$ cat config.mk
export PLATFORM = sky130hd
export DESIGN_NAME = data_pack
export DESIGN_NICKNAME = d
export VERILOG_FILES = /design/src/rtl/data_pack.sv
export SDC_FILE = /design/constraint.sdc
export NUM_CORES = 1
export LEC_CHECK = 0
export CORE_UTILIZATION = 54
export DETAILED_ROUTE_END_ITERATION = 8
export PLACE_DENSITY = 0.79
export SYNTH_ARGS = -nofsm -noshare
export SYNTH_HDL_FRONTEND = slang
export SYNTH_SLANG_ARGS = --single-unit
$ cat constraint.sdc
create_clock -name clk -period 2.1 [get_ports clk]
set_input_delay 0.315 -clock clk [delete_from_list [all_inputs] [get_ports clk]]
set_output_delay 0.315 -clock clk [all_outputs]
set_load 0.05 [all_outputs]
$ cat src/rtl/data_pack.sv
// data_pack: MSB-first gearbox packer, IN_WIDTH-bit symbols into OUT_WIDTH-bit words.
// A flush drains the accumulator as a zero-padded final word tagged with last_out.
module data_pack #(
  parameter int IN_WIDTH  = 7,
  parameter int OUT_WIDTH = 32
) (
  input  logic                           clk,
  input  logic                           rst,
  input  logic                           valid_in,
  output logic                           ready_in,
  input  logic [IN_WIDTH-1:0]            data_in,
  input  logic                           flush_in,
  output logic                           valid_out,
  input  logic                           ready_out,
  output logic [OUT_WIDTH-1:0]           data_out,
  output logic [$clog2(OUT_WIDTH+1)-1:0] bits_out,
  output logic                           last_out,
  output logic                           busy
);

  localparam int A  = OUT_WIDTH + IN_WIDTH - 1;
  localparam int FW = $clog2(A + 1);
  localparam int BW = $clog2(OUT_WIDTH + 1);
  localparam logic [FW-1:0] OW_F = FW'(OUT_WIDTH);
  localparam logic [FW-1:0] IW_F = FW'(IN_WIDTH);

  typedef enum logic {RUN, FLUSH} state_e;

  state_e               state_q, state_d;
  logic [A-1:0]         acc_q, acc_d;
  logic [FW-1:0]        fill_q, fill_d;
  logic [OUT_WIDTH-1:0] data_q, data_d;
  logic [BW-1:0]        bits_q, bits_d;
  logic                 last_q, last_d;
  logic                 valid_q, valid_d;

  logic         slot_free;
  logic         accept;
  logic         extract;
  logic         partial;
  logic [A-1:0] sym_ext;

  assign slot_free = !valid_q || ready_out;
  assign ready_in  = !rst && (state_q == RUN) && (fill_q < OW_F);
  assign accept    = valid_in && ready_in;
  assign extract   = (fill_q >= OW_F) && slot_free;
  assign partial   = (state_q == FLUSH) && (fill_q != '0)
                     && (fill_q < OW_F) && slot_free;
  assign sym_ext   = A'(data_in) << (A - IN_WIDTH);

  always_comb begin
    state_d = state_q;
    acc_d   = acc_q;
    fill_d  = fill_q;
    data_d  = data_q;
    bits_d  = bits_q;
    last_d  = last_q;
    valid_d = valid_q;
    if (slot_free) valid_d = 1'b0;
    unique case (1'b1)
      extract: begin
        data_d  = acc_q[A-1 -: OUT_WIDTH];
        bits_d  = BW'(OUT_WIDTH);
        last_d  = (state_q == FLUSH) && (fill_q == OW_F);
        valid_d = 1'b1;
        acc_d   = acc_q << OUT_WIDTH;
        fill_d  = fill_q - OW_F;
      end
      partial: begin
        data_d  = acc_q[A-1 -: OUT_WIDTH];
        bits_d  = BW'(fill_q);
        last_d  = 1'b1;
        valid_d = 1'b1;
        acc_d   = '0;
        fill_d  = '0;
      end
      default: ;
    endcase
    // Append below whatever survives the extract.
    if (accept) begin
      acc_d  = acc_d | (sym_ext >> fill_d);
      fill_d = fill_d + IW_F;
    end
    if (state_q == RUN) begin
      if (flush_in) state_d = FLUSH;
    end else begin
      if (partial || (fill_q == '0) || (extract && (fill_q == OW_F)))
        state_d = RUN;
    end
  end

  always_ff @(posedge clk) begin
    if (rst) begin
      state_q <= RUN;
      acc_q   <= '0;
      fill_q  <= '0;
      data_q  <= '0;
      bits_q  <= '0;
      last_q  <= 1'b0;
      valid_q <= 1'b0;
    end else begin
      state_q <= state_d;
      acc_q   <= acc_d;
      fill_q  <= fill_d;
      data_q  <= data_d;
      bits_q  <= bits_d;
      last_q  <= last_d;
      valid_q <= valid_d;
    end
  end

  assign valid_out = valid_q;
  assign data_out  = data_q;
  assign bits_out  = bits_q;
  assign last_out  = last_q;
  assign busy      = (state_q == FLUSH);

endmodule

After elaboration in Yosys (flattened, before gate mapping) --
Index checks and enable logic that the tools add are counted.
Cells by class: equality and inequality tests 1, $lt $le $gt $ge 2, bitwise logic cells 2, shift-type cells 1, reductions and logical operators 19, add/sub/neg operators 2, muxes and demuxes 11
Operators by type and width (count):
- 38-bit case mux with 2 select lines | 1
- 38-bit 2-to-1 mux | 1
- 38-bit bitwise OR | 1
- 38-bit by 6-bit right shift with 38-bit output | 1
- 6-bit case mux with 2 select lines | 2
- 1-bit logical AND | 9
- 6-bit by 3-bit adder with 6-bit output, second input constant | 1
- 6-bit == test, second input constant | 1
- 6-bit >= comparator, second input constant | 1
- 6-bit logical NOT | 1
- 6-bit less-than comparator, second input constant | 1
- 6-bit 2-to-1 mux | 1
- 6-bit nonzero test | 1
- 6-bit subtractor, second input constant | 1
- 1-bit 2-to-1 mux | 5
- 2-bit nonzero test | 2
- 1-bit logical OR | 3
- 1-bit logical NOT | 2
- 1-bit case mux with 2 select lines | 1
- 2-bit OR reduction | 1
- 1-bit inverter | 1
Word-level totals: output and inout port bits 42, bits in registers 85, word-level logic and storage cells 45

Longest topological paths before layout --
word-level depth 8, mapped depth 9, depth with buffers taken out 6

Least setup slack after synthesis --
Ideal clock, no wire load.
kind register -> register, start register valid_q, in the netlist valid_out, end register acc_q[21], buffers on the path 2, arrival time 2.148 ns, period minus slack after synthesis 2.275 ns, stages on the path, launching flop included 9, required time 1.972 ns, slack -0.175 ns, cell sequence dfxtp_1 -> nor2b_1 -> clkbuf_1 -> o21ai_1 -> buf_2 -> a41oi_1 -> o31ai_1 -> a221oi_1 -> nor2_1
On the way: longest elaborated chain between the ends 7, elaborated cells on any way between the ends 9
Ends and longest elaborated chain:
- start: declaration | RTL line 35 | logic valid_q, valid_d;
- start signal: assignment | RTL line 108 | valid_q <= valid_d;
- 1-bit logical NOT * | RTL line 43 | assign slot_free = !valid_q || ready_out;
- 1-bit logical OR * | RTL line 43
- 1-bit logical AND (on tied branches) | RTL line 48, 46
- 6-bit case mux with 2 select lines | RTL line 60 | unique case (1'b1)
- 38-bit by 6-bit right shift with 38-bit output | RTL line 81 | acc_d = acc_d | (sym_ext >> fill_d);
- 38-bit bitwise OR | RTL line 81
- 38-bit 2-to-1 mux * | RTL line 80 | if (accept) begin
- end signal: assignment | RTL line 95 | acc_q <= '0;
- end signal: assignment | RTL line 103 | acc_q <= acc_d;
- end: declaration | RTL line 30 | logic [A-1:0] acc_q, acc_d;
Mark *: on every way between the ends. The rest lies on a longest branch, timed or not. A chain may end at the register's enable or synchronous reset.

Worst setup path in the final report --
start input port ready_out, end register acc_q[31]
On the way: longest elaborated chain between the ends 6, elaborated cells on any way between the ends 8
Ends and longest elaborated chain:
- start: declaration | RTL line 14 | input logic ready_out,
- 1-bit logical OR * | RTL line 43
- 1-bit logical AND (on tied branches) | RTL line 48, 46
- 6-bit case mux with 2 select lines | RTL line 60
- 38-bit by 6-bit right shift with 38-bit output | RTL line 81
- 38-bit bitwise OR | RTL line 81
- 38-bit 2-to-1 mux * | RTL line 80
Marked as above.

==> metrics <==
number of routed nets with antenna violations=0; number of enable flip-flop cells after synthesis=0; area leader, netlist=dfxtp_1; R2R Path End=acc_q[31]; source-to-sink clock delay at the later pin of the worst-skew pair=between 0.3 and 0.4 ns; worst max-slew margin expressed relative to the limit=53.6%; startpoint type of the worst setup path=input pin; number of antenna violations at the first check in global routing=0; Vert. Die Dim=86.2 um; final slew viol count=0; Syn-to-layout area delta=31.6%; number of buffers added by the clock tree synthesis step=9; top cells by area in the synthesized netlist=dfxtp_1 (44%), nand2_1 (9.3%), a21oi_1 (7.5%); drc violations=0; Tightest Hold Check Type=reg2reg; placed wire-length estimate=8.61 mm; synthesized instance count=461; start point of the worst hold path=data_out[16]; number of hold-slack violations in the final timing report=0; GR Overflow Total=0; delay of the slowest cell on the worst path=between 0.4 and 0.5 ns; non-filler cells, final=657; syn avg cell area=between 8 and 9 um^2; RSZ-0062 raised after global routing=no; commonest cells in the netlist=nand2_1 (95), dfxtp_1 (85), a21oi_1 (57); critical path startpoint=ready_out; destination of the critical timing path=acc_q[31]; Via Count=around 3800; areal power density over the cells=between 600 and 700 mW/mm^2; WL/cell=~18 um; die outline area=around 0.0074 mm^2; run status=completed; number of distinct library cells after synthesis=between 50 and 60; clk_skew=about 0.013 ns; Crit Path Class=in2reg; initial core utilization=between 50% and 60%; fraction of the yosys area taken by sequential cells=between 40 and 50%; clock tree from TritonCTS=built; Tot GR Track Use=33.5%; cell type of the slowest stage on the worst timing path=clkdlybuf4s50_1; number of max-cap violations=0; DRT iter0 DRCs=between 200 and 250; R2R Setup Slk=roughly 0.11 ns; IO buf count=between 50 and 60; Worst Hold Depth=2; share of cells above drive strength 1=between 15 and 20%; multi-input logic area=around 0.0019 mm^2; top-count cell post-synth=nand2_1; final-stage net count=roughly 570; required time worst endpoint=~2.4 ns; total placed cells including tap cells=about 640; Rows=30; crit-path max FO=8; Final WS setup=0.0754 ns; first drt pass iteration count=5; total of fill cells in the finished design=around 560; Pleak=about 1.8 nW; critical-path cell list=clkdlybuf4s50_1, nor2b_1, buf_4, o21ai_2, mux2_2, o211ai_1, o21ai_1, a22o_1; maximum achievable frequency=around 490 MHz; buffers from clock root to sink, at most=2; Place WS=-0.277 ns; pin count of the biggest net entering global routing=65; RR Startpoint=valid_out; DR vias/cell=just under 6; ys async rst share=0%; peak ir drop on the vdd network=approximately 0.59 mV; arrival time at the worst endpoint=about 2.3 ns; CTS root buffer=clkbuf_8; Worst Setup End Kind=flop; Clk pin slew, worst setup/hold paths=approximately 0.080 ns; Min Clock Period, post-route=approximately 2.0 ns; register area=about 0.0017 mm^2; flops & latches, synth=between 80 and 90; Post-Syn Nets=approximately 470; number of global-route vias before repair=3735; area of the core region=0.00683 mm^2; minimum hold slack=~0.45 ns; Total Power Consumption=approximately 3.4 mW; final period utilization=about 96%; flip-flop cell with the highest count after synthesis=dfxtp_1; final setup violation count=0; global-route wire length before repair=19.1 mm; Least-Margin Pin Slew=about 0.70 ns; area share of the leading cell type in the synthesized netlist=between 40% and 50%; Setup TNS Final=0 ns; number of sinks on the clock net=85; R2R cell count=7; cell area after synthesis=0.00383 mm^2; number of warnings printed during yosys synthesis=0; GP Congestion=just over 0.9; count of inserted antenna diode cells=0; top-level port count=54; overall die width=~86 um; CTS Hold Buffers Added=0; total wire length=roughly 12 mm; H-tree depth reported by CTS=3
## worst min-delay path by stage
stage	endpoint
after CTS	data_out[10]
final	data_out[16]
after global placement	data_out[22]
after global routing	data_out[31]
after floorplan	acc_q[24]
after detailed placement	data_out[31]
## kinds of logic after synthesis
family                 share of synthesized area [%]
AO/OA/AOI/OAI                                   25.7
XOR/XNOR                                       0.687
buffers and inverters                           5.33
flip-flops                                      44.5
multiplexers                                    3.24
AND/OR/NAND/NOR                                 20.6
## area by class of cell
class | instances | share of cell area (%)
sequential | 85 | 33.8
timing repair buffer | 121 | 21.1
clock buffer | 9 | 2.46
inverter | 7 | 0.522
tap | 96 | 2.39
clock inverter | 6 | 1.37
multi-input combinational | 333 | 38.3
## state kept, by name, summed over array words and instances, names as in the netlist
name and count:
acc_q 38, data_out 32, bits_out 6, fill_q 6
busy 1, last_out 1, valid_out 1
## per-layer routing
metal	vias to the layer above	routed length, um	GRT usage, %
li1	1825	-	-
met1	1810	4950	42.3
met2	170	5640	57.1
met3	31	755	6.48
met4	0	328	11.8
met5	-	0	0
## what timing repair did
| item | in CTS | in global routing |
|---|---|---|
| resized for setup | 0 | 2 |
| endpoints found under the setup margin | 0 | 18 |
| hold endpoints to repair | 0 | 0 |
| setup buffers | 0 | 0 |
## metrics by stage
step	util, %	area (um^2)
floorplan	-	3830
global placement	70.8	4830
detailed placement	70.8	4830
CTS	73.6	5030
global route	73.7	5040
finish	73.7	5040
## critical path, delay by kind of cell
kind	cells	cell delay (ns)
simple gates	1	0.05
compound gates	4	0.90
mux	1	0.37
buf+inv	2	0.62
## placed cells by master, fill, tap and decap left out, types with 3 or more instances in the layout
master,instances
a22o_1,12
nor2_1,37
clkdlybuf4s50_1,51
a32oi_1,6
buf_4,66
clkbuf_8,9
nor3_1,8
nand3_1,5
or3_1,3
o31ai_1,4
nor2b_1,4
inv_6,3
inv_1,6
a221oi_1,4
dfxtp_1,83
a211oi_1,8
a21oi_1,57
nand2_1,95
a22oi_1,12
nand2b_1,5
o22ai_1,3
mux2_2,3
o211ai_1,3
mux2i_1,9
o21ai_0,14
## report_power, final
group | leakage, nW | switching, mW | total (mW) | internal [mW]
combinational | 1.05 | 0.368 | 0.609 | 0.241
clock | 0.0965 | 0.599 | 1.15 | 0.554
sequential | 0.687 | 0.0181 | 1.66 | 1.64
total | 1.84 | 0.985 | 3.42 | 2.44
(Power assumes the default switching activity.)
